### src/rtl/s2mm_gen_pkg.sv
// Shared constants, register map and FSM encoding for the S2MM pattern generator.
package s2mm_gen_pkg;

    localparam int unsigned AXIL_AW       = 32;
    localparam int unsigned AXIL_DW       = 32;
    localparam int unsigned AXIL_SW       = AXIL_DW / 8;
    localparam int unsigned AXIS_ID_WIDTH = 6;

    localparam logic [AXIL_AW-1:0] REG_CTRL      = 32'h0000_0000;
    localparam logic [AXIL_AW-1:0] REG_STATUS    = 32'h0000_0004;
    localparam logic [AXIL_AW-1:0] REG_PKT_LEN   = 32'h0000_0008;
    localparam logic [AXIL_AW-1:0] REG_PKT_NUM   = 32'h0000_000C;
    localparam logic [AXIL_AW-1:0] REG_SEED      = 32'h0000_0010;
    localparam logic [AXIL_AW-1:0] REG_PKT_SENT  = 32'h0000_0014;
    localparam logic [AXIL_AW-1:0] REG_STALL_CNT = 32'h0000_0018;

    localparam int unsigned CTRL_START_BIT = 0;
    localparam int unsigned CTRL_ABORT_BIT = 1;
    localparam int unsigned STAT_BUSY_BIT  = 0;
    localparam int unsigned STAT_DONE_BIT  = 1;

    localparam logic [1:0] RESP_OKAY = 2'b00;

    typedef enum logic [1:0] {
        IDLE = 2'd0,
        SEND = 2'd1,
        STOP = 2'd2
    } gen_state_t;

    // Byte-lane merge of a write into an existing register value.
    function automatic logic [AXIL_DW-1:0] apply_strb(
        input logic [AXIL_DW-1:0] cur,
        input logic [AXIL_DW-1:0] wr,
        input logic [AXIL_SW-1:0] strb
    );
        logic [AXIL_DW-1:0] r;
        r = cur;
        for (int unsigned b = 0; b < AXIL_SW; b++) begin
            if (strb[b]) r[b*8 +: 8] = wr[b*8 +: 8];
        end
        return r;
    endfunction

endpackage

### src/rtl/s2mm_gen_regs.sv
// AXI-Lite slave and register file: config registers, START/ABORT pulses, status readback.
module s2mm_gen_regs
    import s2mm_gen_pkg::*;
#(
    parameter int unsigned CNT_WIDTH = 32
) (
    input  logic                 clk,
    input  logic                 rst_n,
    input  logic [AXIL_AW-1:0]   awaddr,
    input  logic                 awvalid,
    output logic                 awready,
    input  logic [AXIL_DW-1:0]   wdata,
    input  logic [AXIL_SW-1:0]   wstrb,
    input  logic                 wvalid,
    output logic                 wready,
    output logic [1:0]           bresp,
    output logic                 bvalid,
    input  logic                 bready,
    input  logic [AXIL_AW-1:0]   araddr,
    input  logic                 arvalid,
    output logic                 arready,
    output logic [AXIL_DW-1:0]   rdata,
    output logic [1:0]           rresp,
    output logic                 rvalid,
    input  logic                 rready,
    output logic                 start,
    output logic                 abort,
    output logic [CNT_WIDTH-1:0] pkt_len,
    output logic [CNT_WIDTH-1:0] pkt_num,
    output logic [31:0]          seed,
    input  logic                 busy,
    input  logic                 done,
    input  logic [CNT_WIDTH-1:0] pkt_sent,
    input  logic [CNT_WIDTH-1:0] stall_cnt
);

    logic [AXIL_AW-1:0] aw_addr_q;
    logic [AXIL_DW-1:0] w_data_q;
    logic [AXIL_SW-1:0] w_strb_q;
    logic               aw_full_q, aw_full_d;
    logic               w_full_q, w_full_d;
    logic               bvalid_d, rvalid_d;
    logic               awready_d, wready_d, arready_d;
    logic               wr_fire;
    logic [AXIL_DW-1:0] rd_val;

    assign bresp   = RESP_OKAY;
    assign rresp   = RESP_OKAY;
    assign wr_fire = aw_full_q && w_full_q;

    // Next-state of channel capture flags and ready/valid handshakes.
    always_comb begin
        aw_full_d = aw_full_q;
        w_full_d  = w_full_q;
        bvalid_d  = bvalid;
        rvalid_d  = rvalid;
        if (awvalid && awready) aw_full_d = 1'b1;
        if (wvalid && wready)   w_full_d  = 1'b1;
        if (wr_fire) begin
            aw_full_d = 1'b0;
            w_full_d  = 1'b0;
            bvalid_d  = 1'b1;
        end else if (bvalid && bready) begin
            bvalid_d = 1'b0;
        end
        if (arvalid && arready)     rvalid_d = 1'b1;
        else if (rvalid && rready)  rvalid_d = 1'b0;
        // A single write in flight: no new address/data until the response is taken.
        awready_d = !aw_full_d && !bvalid_d;
        wready_d  = !w_full_d && !bvalid_d;
        arready_d = !rvalid_d;
    end

    // Read data mux; write-only and unmapped offsets read as zero.
    always_comb begin
        rd_val = '0;
        case (araddr)
            REG_STATUS: begin
                rd_val[STAT_BUSY_BIT] = busy;
                rd_val[STAT_DONE_BIT] = done;
            end
            REG_PKT_LEN:   rd_val = AXIL_DW'(pkt_len);
            REG_PKT_NUM:   rd_val = AXIL_DW'(pkt_num);
            REG_SEED:      rd_val = seed;
            REG_PKT_SENT:  rd_val = AXIL_DW'(pkt_sent);
            REG_STALL_CNT: rd_val = AXIL_DW'(stall_cnt);
            default:       rd_val = '0;
        endcase
    end

    // Handshake registers and captured channel payloads.
    always_ff @(posedge clk or negedge rst_n) begin
        if (!rst_n) begin
            aw_full_q <= 1'b0;
            w_full_q  <= 1'b0;
            aw_addr_q <= '0;
            w_data_q  <= '0;
            w_strb_q  <= '0;
            awready   <= 1'b0;
            wready    <= 1'b0;
            bvalid    <= 1'b0;
            arready   <= 1'b0;
            rvalid    <= 1'b0;
            rdata     <= '0;
        end else begin
            aw_full_q <= aw_full_d;
            w_full_q  <= w_full_d;
            awready   <= awready_d;
            wready    <= wready_d;
            bvalid    <= bvalid_d;
            arready   <= arready_d;
            rvalid    <= rvalid_d;
            if (awvalid && awready) aw_addr_q <= awaddr;
            if (wvalid && wready) begin
                w_data_q <= wdata;
                w_strb_q <= wstrb;
            end
            if (arvalid && arready) rdata <= rd_val;
        end
    end

    // Register file update and one-cycle control pulses.
    always_ff @(posedge clk or negedge rst_n) begin
        if (!rst_n) begin
            start   <= 1'b0;
            abort   <= 1'b0;
            pkt_len <= '0;
            pkt_num <= '0;
            seed    <= '0;
        end else begin
            start <= 1'b0;
            abort <= 1'b0;
            if (wr_fire) begin
                case (aw_addr_q)
                    REG_CTRL: begin
                        start <= w_strb_q[0] && w_data_q[CTRL_START_BIT];
                        abort <= w_strb_q[0] && w_data_q[CTRL_ABORT_BIT];
                    end
                    REG_PKT_LEN: pkt_len <= CNT_WIDTH'(apply_strb(AXIL_DW'(pkt_len), w_data_q, w_strb_q));
                    REG_PKT_NUM: pkt_num <= CNT_WIDTH'(apply_strb(AXIL_DW'(pkt_num), w_data_q, w_strb_q));
                    REG_SEED:    seed    <= apply_strb(seed, w_data_q, w_strb_q);
                    default: ;
                endcase
            end
        end
    end

endmodule

### src/rtl/s2mm_pattern_gen.sv
// Counter-pattern AXI-Stream packet source for DMA S2MM bring-up and throughput measurement.
module s2mm_pattern_gen
    import s2mm_gen_pkg::*;
#(
    parameter int unsigned DATA_WIDTH = 64,
    parameter int unsigned CNT_WIDTH  = 32
) (
    input  logic                     sys_clk,
    input  logic                     perif_rst_n,
    input  logic [AXIL_AW-1:0]       s_axil_awaddr,
    input  logic                     s_axil_awvalid,
    output logic                     s_axil_awready,
    input  logic [AXIL_DW-1:0]       s_axil_wdata,
    input  logic [AXIL_SW-1:0]       s_axil_wstrb,
    input  logic                     s_axil_wvalid,
    output logic                     s_axil_wready,
    output logic [1:0]               s_axil_bresp,
    output logic                     s_axil_bvalid,
    input  logic                     s_axil_bready,
    input  logic [AXIL_AW-1:0]       s_axil_araddr,
    input  logic                     s_axil_arvalid,
    output logic                     s_axil_arready,
    output logic [AXIL_DW-1:0]       s_axil_rdata,
    output logic [1:0]               s_axil_rresp,
    output logic                     s_axil_rvalid,
    input  logic                     s_axil_rready,
    output logic                     m_axis_tvalid,
    input  logic                     m_axis_tready,
    output logic [DATA_WIDTH-1:0]    m_axis_tdata,
    output logic [DATA_WIDTH/8-1:0]  m_axis_tkeep,
    output logic                     m_axis_tlast,
    output logic [AXIS_ID_WIDTH-1:0] m_axis_tid
);

    localparam int unsigned LANES = DATA_WIDTH / 32;

    gen_state_t            state_q, state_d;
    logic                  start, abort, busy;
    logic [CNT_WIDTH-1:0]  cfg_len, cfg_num, cfg_len_eff;
    logic [31:0]           cfg_seed;
    logic [CNT_WIDTH-1:0]  len_sh_q, len_sh_d, num_sh_q, num_sh_d;
    logic [CNT_WIDTH-1:0]  beat_q, beat_d, beat_nx;
    logic [CNT_WIDTH-1:0]  pkt_sent_q, pkt_sent_d, pkt_sent_inc;
    logic [CNT_WIDTH-1:0]  stall_q, stall_d;
    logic [31:0]           pat_q, pat_d, pat_nx;
    logic                  done_q, done_d;
    logic                  tvalid_d, tlast_d;
    logic [DATA_WIDTH-1:0] tdata_d;
    logic                  hs, final_pkt, end_run;

    assign busy         = (state_q != IDLE);
    assign m_axis_tkeep = '1;
    assign m_axis_tid   = '0;

    s2mm_gen_regs #(.CNT_WIDTH(CNT_WIDTH)) u_regs (
        .clk       (sys_clk),
        .rst_n     (perif_rst_n),
        .awaddr    (s_axil_awaddr),
        .awvalid   (s_axil_awvalid),
        .awready   (s_axil_awready),
        .wdata     (s_axil_wdata),
        .wstrb     (s_axil_wstrb),
        .wvalid    (s_axil_wvalid),
        .wready    (s_axil_wready),
        .bresp     (s_axil_bresp),
        .bvalid    (s_axil_bvalid),
        .bready    (s_axil_bready),
        .araddr    (s_axil_araddr),
        .arvalid   (s_axil_arvalid),
        .arready   (s_axil_arready),
        .rdata     (s_axil_rdata),
        .rresp     (s_axil_rresp),
        .rvalid    (s_axil_rvalid),
        .rready    (s_axil_rready),
        .start     (start),
        .abort     (abort),
        .pkt_len   (cfg_len),
        .pkt_num   (cfg_num),
        .seed      (cfg_seed),
        .busy      (busy),
        .done      (done_q),
        .pkt_sent  (pkt_sent_q),
        .stall_cnt (stall_q)
    );

    // One beat of consecutive 32-bit lane values, lane 0 in the low bits.
    function automatic logic [DATA_WIDTH-1:0] make_beat(input logic [31:0] base);
        logic [DATA_WIDTH-1:0] d;
        d = '0;
        for (int unsigned i = 0; i < LANES; i++) d[i*32 +: 32] = base + 32'(i);
        return d;
    endfunction

    // FSM state register.
    always_ff @(posedge sys_clk or negedge perif_rst_n) begin
        if (!perif_rst_n) state_q <= IDLE;
        else              state_q <= state_d;
    end

    // Next state plus next values of the beat, counter and output registers.
    always_comb begin
        state_d    = state_q;
        tvalid_d   = m_axis_tvalid;
        tdata_d    = m_axis_tdata;
        tlast_d    = m_axis_tlast;
        beat_d     = beat_q;
        pat_d      = pat_q;
        pkt_sent_d = pkt_sent_q;
        stall_d    = stall_q;
        done_d     = done_q;
        len_sh_d   = len_sh_q;
        num_sh_d   = num_sh_q;
        end_run    = 1'b0;

        hs           = m_axis_tvalid && m_axis_tready;
        pkt_sent_inc = pkt_sent_q + CNT_WIDTH'(1);
        final_pkt    = (num_sh_q != '0) && (pkt_sent_inc == num_sh_q);
        beat_nx      = m_axis_tlast ? '0 : beat_q + CNT_WIDTH'(1);
        pat_nx       = pat_q + 32'(LANES);
        cfg_len_eff  = (cfg_len == '0) ? CNT_WIDTH'(1) : cfg_len;

        if (m_axis_tvalid && !m_axis_tready && (stall_q != '1)) stall_d = stall_q + CNT_WIDTH'(1);

        case (state_q)
            IDLE: begin
                if (start) begin
                    state_d    = SEND;
                    len_sh_d   = cfg_len_eff;
                    num_sh_d   = cfg_num;
                    pat_d      = cfg_seed;
                    beat_d     = '0;
                    tvalid_d   = 1'b1;
                    tdata_d    = make_beat(cfg_seed);
                    tlast_d    = (cfg_len_eff == CNT_WIDTH'(1));
                    pkt_sent_d = '0;
                    stall_d    = '0;
                    done_d     = 1'b0;
                end
            end
            SEND, STOP: begin
                if (hs && m_axis_tlast) begin
                    pkt_sent_d = pkt_sent_inc;
                    // Completion wins over a coincident abort; an abort landing on a
                    // packet boundary ends the run without starting another packet.
                    if ((state_q == SEND) && final_pkt) begin
                        done_d  = 1'b1;
                        end_run = 1'b1;
                    end else if ((state_q == STOP) || abort) begin
                        end_run = 1'b1;
                    end
                end
                if (end_run) begin
                    state_d  = IDLE;
                    tvalid_d = 1'b0;
                    tlast_d  = 1'b0;
                    tdata_d  = '0;
                end else begin
                    if (hs) begin
                        beat_d  = beat_nx;
                        pat_d   = pat_nx;
                        tdata_d = make_beat(pat_nx);
                        tlast_d = (beat_nx == (len_sh_q - CNT_WIDTH'(1)));
                    end
                    // A presented beat is never withdrawn, so abort drains the packet.
                    if ((state_q == SEND) && abort) state_d = STOP;
                end
            end
            default: state_d = IDLE;
        endcase
    end

    // Datapath, counters and AXIS output registers.
    always_ff @(posedge sys_clk or negedge perif_rst_n) begin
        if (!perif_rst_n) begin
            m_axis_tvalid <= 1'b0;
            m_axis_tdata  <= '0;
            m_axis_tlast  <= 1'b0;
            beat_q        <= '0;
            pat_q         <= '0;
            pkt_sent_q    <= '0;
            stall_q       <= '0;
            done_q        <= 1'b0;
            len_sh_q      <= '0;
            num_sh_q      <= '0;
        end else begin
            m_axis_tvalid <= tvalid_d;
            m_axis_tdata  <= tdata_d;
            m_axis_tlast  <= tlast_d;
            beat_q        <= beat_d;
            pat_q         <= pat_d;
            pkt_sent_q    <= pkt_sent_d;
            stall_q       <= stall_d;
            done_q        <= done_d;
            len_sh_q      <= len_sh_d;
            num_sh_q      <= num_sh_d;
        end
    end

endmodule

### config.mk
export PLATFORM = sky130hd
export DESIGN_NAME = s2mm_pattern_gen
export DESIGN_NICKNAME = d
export VERILOG_FILES = /design/src/rtl/s2mm_gen_pkg.sv /design/src/rtl/s2mm_gen_regs.sv /design/src/rtl/s2mm_pattern_gen.sv
export SDC_FILE = /design/constraint.sdc
export NUM_CORES = 1
export LEC_CHECK = 0
export BUFFER_PORTS_ARGS = -buffer_cell sky130_fd_sc_hd__buf_2
export CORE_ASPECT_RATIO = 0.6
export CORE_MARGIN = 3
export CORE_UTILIZATION = 60
export CTS_CLUSTER_DIAMETER = 50
export DETAILED_ROUTE_END_ITERATION = 8
export PLACE_DENSITY = 0.82
export SLEW_MARGIN = 20
export SYNTH_ARGS = -nofsm -noshare
export SYNTH_HDL_FRONTEND = slang
export SYNTH_HIERARCHICAL = 1
export SYNTH_SLANG_ARGS = --single-unit
### constraint.sdc
create_clock -name sys_clk -period 4.8 [get_ports sys_clk]
set_clock_uncertainty 0.15 [all_clocks]
set_input_delay 0.48 -clock sys_clk [delete_from_list [all_inputs] [get_ports sys_clk]]
set_output_delay 0.48 -clock sys_clk [all_outputs]
set_load 0.02 [all_outputs]
==> impl_results.md, run 1 <==
* Setup CP Type: flip-flop to flip-flop
* CP max stage delay at approximately 670 ps
* Maximum VDD drop at 0.561 mV
* Cell row count at between 50 and 60
* Period utilization at about nine tenths
* FMAX at 228 MHz
* Area leader, netlist: dfrtp_1
* Post_cts resized at 0
* Slew @ Worst Pin at between 1000 and 1500 ps
* First-pass GRT wire length at around 140000 um
* CTS tree: built
* Final HPWL DP at between 60000 and 70000 um
* CTS H-tree lvls at 2
* Vias in the first global route at 23000
* Startpoint types: flip-flop
* Post-Layout Cell Count at between 3000 and 4000
* Critical path buffers and inverters at 1
* Main synth FF type: dfrtp_1
* Vias at about 24000
* Clock power frac at between 30% and 40%
* Slew Limit Fails at 0
* RSZ-0062 raised after global routing: false
* Tmin final at approximately 4400 ps
* Synth-to-Final Area Change at 14.4%
* Post-synth cell types at 88
* WP data arrival at ~4700 ps
* Pin count of the biggest net entering global routing at around 110
* Final Setup Violations at 0
* Antenna violations before repair at 2
* Total GRT Usage at roughly two fifths
* Crit-path slowest cell: or4_1
* FF-to-FF End: pat_q[7]
* Max Root-Sink Buffers at 3
* Nets at between 3000 and 4000
* Crit end category: flip-flop
* Antenna-violating nets left at 0
* Die area at approximately 46000 um2
* Worst Hold Path EP: u_regs/w_data_q[5]
* Synth top area share at roughly 45%
* Synth Cell Area at between 20000 and 30000 um2
* CP Max Fanout at 14
* Worst skew pair latency at 600 ps
* Post-synth EDFFs at 0
* Final Util at a little over two thirds
* Crit-path cells: ha_1 -> nand3_1 -> or4_1 -> a21oi_1 -> o2111ai_1 -> nor4_2 -> nand4_2 -> o41a_4 -> nor2_4 -> nor2_2 -> buf_4 -> a311oi_1
* GRT overflow at 0
* Worst hold path class: input pin to flip-flop
* # port buffers at 210
* Wirelength, routed at about 95000 um
* Post-Place Cells at 3355
* TritonRoute pass-1 iters at 6
* # IOs at 229
* Switch Pwr at 2.61 mW
* Outcome: finished clean
* Setup_tns at 0 ps
* Share of layout cells above drive strength 1 at between 10% and 20%
* PwrDens at between 300 and 400 nW/um2
* Gpl congestion at approximately 1.1
* R2R Setup Slk at ~410 ps
* Core box area at between 40000 and 50000 um2
* Max Cap Viol at 0
* Dpl ws at around 530 ps
* Net Sw Frac at between 20% and 30%
* Hold_sp: s_axil_wdata[5]
* Die width at roughly 280 um
* Reg2reg start: pkt_sent_q[0]
* Mean Syn Cell Area at between 9 and 10 um2
* Final hold violation count at 0
* Sequential share of power at 50.6%
* Vias per cell at between 6 and 7
* LEAKAGE at approximately 13 nW
* Synth async-reset ratio at 100%
* Largest cells by area after synthesis: dfrtp_1, mux2_2, xnor2_1, nand2_1, mux2i_1
* Chip Height at between 150 and 200 um
* First DRT Iteration DRCs at 3282
* Comb pwr share at approximately 10%
* Critical Path RT at approximately 5000 ps
* Warnings from Yosys at 6
* P_int at around 6.8 mW
* CTS sink cnt at approximately 470
* Cells after Synth at around 2700
* Number of post-CTS setup repair buffers at 0
* CP top delay family: simple AND/OR/NAND/NOR gates
* Clock slew at reported path FFs at around 60 ps
* Root buf cell: clkbuf_16
* Most common cell in the synthesized netlist: dfrtp_1
* Hold path depth at 2
* WL/cell at about 27 um
* Num CTS Buffers at 45
* Synth top cells by count: dfrtp_1, nand2_1, nor2_1, mux2_2, xnor2_1
* Final setup margin at about 410 ps
* Reg2reg path depth at 12
* Post-route DRC at 0
* Seq cells post-synth at 466
* Sequential area share after synthesis at about 45%
* Starting density of the core at 61.5%
* Relative slew slack at between 20% and 30%
## per-stage QoR
step	area, um2	power [mW]	hold WS, ps
6_report	29900	9.40	16.2
5_1_grt	29900	9.64	4.37
4_1_cts	29900	9.28	7.56
3_5_place_dp	27700	5.61	315
3_3_place_gp	27700	5.54	314
2_1_floorplan	26200	5.16	34.4
## registers in the layout (all words and copies together), names as in the netlist, 2 cells and up
register          count
m_axis_tdata         64
u_regs/rdata         32
u_regs/pkt_len       32
pkt_sent_q           32
u_regs/w_strb_q       4
beat_q               32
u_regs/seed          32
pat_q                32
state_q               2
stall_q              32
u_regs/aw_addr_q     32
u_regs/w_data_q      32
num_sh_q             32
len_sh_q             32
u_regs/pkt_num       32
## cell type report
cell class / instances / area, um2
Timing Repair Buffer: 343 / 2280
Multi-Input combinational cell: 1999 / 13500
Sequential cell: 466 / 11700
Clock inverter: 13 / 163
Inverter: 45 / 169
Antenna cell: 3 / 7.51
Tap cell: 570 / 713
Clock buffer: 65 / 1330
Fill cell: 3155 / 12600
## power by group through the flow
stage	Combinational (mW)	Clock, mW	Sequential, mW
final	0.942	3.70	4.76
after global placement	0.810	0	4.73
after global routing	1.01	3.87	4.77
after detailed placement	0.848	0	4.76
after floorplan	0.604	0	4.56
after CTS	0.900	3.68	4.70
## worst max-delay path by stage
stage / slack, ps / startpoint / cells past startpoint / endpoint
floorplan: 1130 / pkt_sent_q[0] / 12 / pat_q[12]
global placement: 690 / pkt_sent_q[11] / 11 / m_axis_tdata[3]
detailed placement: 530 / pkt_sent_q[0] / 12 / m_axis_tdata[21]
CTS: 520 / pkt_sent_q[0] / 12 / m_axis_tdata[0]
global route: 170 / pkt_sent_q[0] / 12 / pat_q[11]
finish: 410 / pkt_sent_q[0] / 12 / pat_q[7]
## cells in the final DEF (no fill, tap or decap), types with 68 or more instances in the layout
| cell | count |
|---|---|
| xnor2_1 | 143 |
| nor2_1 | 202 |
| nand3_1 | 93 |
| dlygate4sd3_1 | 68 |
| xor2_1 | 89 |
| dfrtp_1 | 466 |
| nand2_1 | 302 |
| o21ai_0 | 130 |
| buf_2 | 209 |
| mux2i_1 | 83 |
| mux2_2 | 168 |
| a21oi_1 | 97 |
## cells by family (layout without fill, tap and decap cells)
group / after synthesis / count (layout) / synth area share (%)
XOR/XNOR: 233 / 233 / 7.87
multiplexers: 251 / 251 / 10.4
adder cells (fa/ha/maj): 12 / 12 / 0.575
flip-flops: 466 / 466 / 44.7
AND/OR/NAND/NOR: 986 / 986 / 19.5
other: 3 / 21 / 0.0431
buffers and inverters: 222 / 466 / 3.79
AO/OA/AOI/OAI: 499 / 499 / 13.2
## metal layers
layer,share of wire (%),GRT usage (%),vias up
li1,-,-,10000
met1,40,58.0,11700
met3,15,15.8,248
met5,0.013,0,-
met2,42,57.9,1701
met4,3.7,12.8,2
## timing repair
item,CTS,global route
hold endpoints to repair,172,0
hold buffers,68,0
endpoints found under the setup margin,0,0
Power figures use the tool's default switching activity.
==> run 2, diff against run 1 <==
--- a/config.mk
+++ b/config.mk
@@ -11,9 +11,9 @@
 export CORE_UTILIZATION = 60
 export CTS_CLUSTER_DIAMETER = 50
 export DETAILED_ROUTE_END_ITERATION = 8
+export GPL_ROUTABILITY_DRIVEN = 0
 export PLACE_DENSITY = 0.82
 export SLEW_MARGIN = 20
 export SYNTH_ARGS = -nofsm -noshare
 export SYNTH_HDL_FRONTEND = slang
-export SYNTH_HIERARCHICAL = 1
 export SYNTH_SLANG_ARGS = --single-unit
==> impl_results.md, run 2 <==
* Outcome: finished clean
* Critical path destination: m_axis_tdata[53]
* Maximum VDD drop at 0.485 mV (-13%)
* Synth-to-Final Area Change at 14.5%
* Root buf cell: clkbuf_16
* WL/cell at 26.2 um (-3.2%)
* Vias at 24400 (+2.8%)
* Crit end category: flip-flop
* Cell row count at 58 (unchanged)
* Antenna violations before repair at 8 (+6)
* Most common cell after layout, fill and taps aside: dfrtp_1
* Critical Path RT at 5140 ps (about the same)
* Fillers at 2996 (-5.0%)
* Post-Place Cells at 3376 (+0.63%)
* Post-synth cell types at 77 (-13%)
* Critical path buffers and inverters at 0 (-1)
* Stages on worst setup path at 10 (-2)
* Share of layout cells above drive strength 1 at 18.9% (-0.93 points)
* Final setup margin at 131 ps (-283 ps)
* Synth Cell Area at 25800 um2 (-1.1%)
* Setup CP Type: flip-flop to flip-flop
* # IOs at 229 (unchanged)
* Warnings from Yosys at 0 (-6)
* Starting density of the core at 61.3% (-0.26 points)
* Max Root-Sink Buffers at 3 (unchanged)
* Mean Syn Cell Area at 9.46 um2 (-3.2%)
* Worst hold path class: input pin to flip-flop
* First DRT Iteration DRCs at 4288 (+31%)
* Slew @ Worst Pin at 1170 ps (+55.8 ps)
* Max Cap Viol at 0 (unchanged)
* Cells after Synth at 2729 (+2.1%)
* LEAKAGE at 13.4 nW (-0.66%)
* Num CTS Buffers at 44 (-2.2%)
* Main synth FF type: dfrtp_1
* Most frequent cells in the layout: dfrtp_1, nand2_1, nor2_1
* Seq cells post-synth at 466 (unchanged)
* Period utilization at 97.3% (+5.9 points)
* Wirelength, routed at 92500 um (-2.3%)
* Synth async-reset ratio at 100% (unchanged)
* Most common cell in the synthesized netlist: dfrtp_1
* GRT overflow at 0 (unchanged)
* RSZ-0062 raised after global routing: false
* Tmin final at 4670 ps (+283 ps)
* Dpl ws at 315 ps (-217 ps)
* Worst skew pair latency at 610 ps (about the same)
* Worst setup startpoint: pkt_sent_q[0]
* Largest register FFs at 64 (unchanged)
* CTS H-tree lvls at 2 (unchanged)
* Pin count of the biggest net entering global routing at 119 (+9.2%)
* WP data arrival at 5000 ps (+290 ps)
* R2R Setup Slk at 130 ps (-280 ps)
* Die area at 45700 um2 (-1.1%)
* Clock slew at reported path FFs at 70 ps (about the same)
* Die width at 274 um (-0.54%)
* Vias in the first global route at 23100 (+0.53%)
* Post-route DRC at 0 (unchanged)
* Crit-path slowest cell: or4_1
* FF-to-FF End: m_axis_tdata[53]
* Crit-path cells: ha_1 -> nand4_4 -> or4_1 -> or4_1 -> xnor2_1 -> nand4_1 -> nor4_4 -> a21oi_4 -> nand2_1 -> o21ai_0
* CP Max Fanout at 34 (+20)
* Reg2reg start: pkt_sent_q[0]
* TritonRoute pass-1 iters at 6 (unchanged)
* PwrDens at 341 nW/um2 (+8.2%)
* Relative slew slack at 21.7% (-3.4 points)
* Final instance area at 29600 um2 (-0.99%)
* Synth top area share at 45.2% (+0.50 points)
* Final hold violation count at 0 (unchanged)
* CP dominant cell by count: or4_1
* Final Setup Violations at 0 (unchanged)
* CTS sink cnt at 466 (unchanged)
* # port buffers at 210 (unchanged)
* Chip Height at 167 um (-0.53%)
* Post-Layout Cell Count at 3536 (+0.91%)
* Dpl cell area at 27300 um2 (-1.4%)
* Antenna-violating nets left at 0 (unchanged)
* First-pass GRT wire length at 139000 um (-2.9%)
* Largest cells by area after synthesis: dfrtp_1, mux2_2, nand2_1, xnor2_1, nor2_1
* CP top delay family: simple AND/OR/NAND/NOR gates
* Startpoint types: flip-flop
* Setup_tns at 0 ps (unchanged)
* Area leader, netlist: dfrtp_1
* Vias per cell at 6.89 (+1.9%)
* Slew Limit Fails at 0 (unchanged)
* Total GRT Usage at 39.5% (-1.4 points)
* Biggest register: m_axis_tdata
* Final HPWL DP at 62800 um (-6.5%)
* Sequential area share after synthesis at 45.2% (+0.50 points)
* Post-synth EDFFs at 0 (unchanged)
* Reg2reg path depth at 10 (-2)
* Number of post-CTS setup repair buffers at 0 (unchanged)
* Core box area at 42200 um2 (-0.68%)
* CP max stage delay at 760 ps (+90 ps)
* Synth top cells by count: dfrtp_1, nand2_1, nor2_1, mux2_2, clkbuf_1
* FMAX at 214 MHz (-6.1%)
* CTS tree: built
* Overall Power at 10.1 mW (+7.2%)
* Nets at 3037 (+0.56%)
[run 2: cell count changes after synthesis, moves of 18 or more]
cell and change:
nor2_1 +84, a221oi_1 +61, mux2i_1 -56, o21ai_0 -42, nand2_1 +36, mux2_2 +31, a22o_1 -22, clkbuf_1 +21
a221o_1 +20, a22oi_1 +18
[run 2: cell families (layout without fill, tap and decap cells)]
kind of cell	count (synthesis)	in the layout	share of synthesized area, %
fa+ha+maj	12	12	0.581
flops	466	466	45.2
buf+inv	238	446	3.93
other cells	2	31	0.0291
mux	226	226	9.72
xor+xnor	217	217	7.52
compound gates	464	464	12.5
simple gates	1104	1104	20.5
[run 2: what timing repair did]
action                    in CTS  in global routing
gates resized for setup        0                  0
hold buffers                  63                  2
hold endpoints to repair     169                  2
[run 2: metrics by stage]
| step | util, % | hold WS (ps) |
|---|---|---|
| after floorplan | - | 34.4 |
| after global placement | 64.7 | 314 |
| after detailed placement | 64.7 | 319 |
| after CTS | 70.0 | 0.413 |
| after global routing | 70.1 | 22.2 |
| final | 70.1 | 26.7 |
[run 2: metal layers]
layer  up-vias  wire, um  GRT usage (%)
met1     11800     34500           55.0
li1      10100         -              -
met2      2072     37800           54.7
met4        10      4000           14.1
met5         -       191              0
met3       386     16000           17.5
[run 2: worst min-delay path by stage]
stage,to,slack (ps),startpoint,cells past startpoint
6_report,u_regs.w_data_q[15],30,s_axil_wdata[15],2
2_1_floorplan,beat_q[0],30,perif_rst_n,0
5_1_grt,u_regs.w_data_q[15],20,s_axil_wdata[15],2
3_3_place_gp,u_regs.rdata[30],310,u_regs.rdata[30],2
4_1_cts,u_regs.w_data_q[4],0.4,s_axil_wdata[4],2
3_5_place_dp,u_regs.rdata[30],320,u_regs.rdata[30],2
[run 2: area by class of cell]
type	count	area (um2)	share of cell area (%)
Timing Repair Buffer	325	2150	7.27
Clock buffer	59	1260	4.25
Clock inverter	23	348	1.18
Tap cell	570	713	2.41
Multi-Input combinational cell	2041	13300	44.9
Antenna cell	13	32.5	0.110
Inverter	39	146	0.495
Sequential cell	466	11700	39.4
[run 2: where the power goes]
part | switching, mW | leakage [nW] | internal (mW)
sequential | 0.686 | 6.17 | 4.31
clock | 1.74 | 0.788 | 2.25
combinational | 0.592 | 6.45 | 0.495
total | 3.02 | 13.4 | 7.05
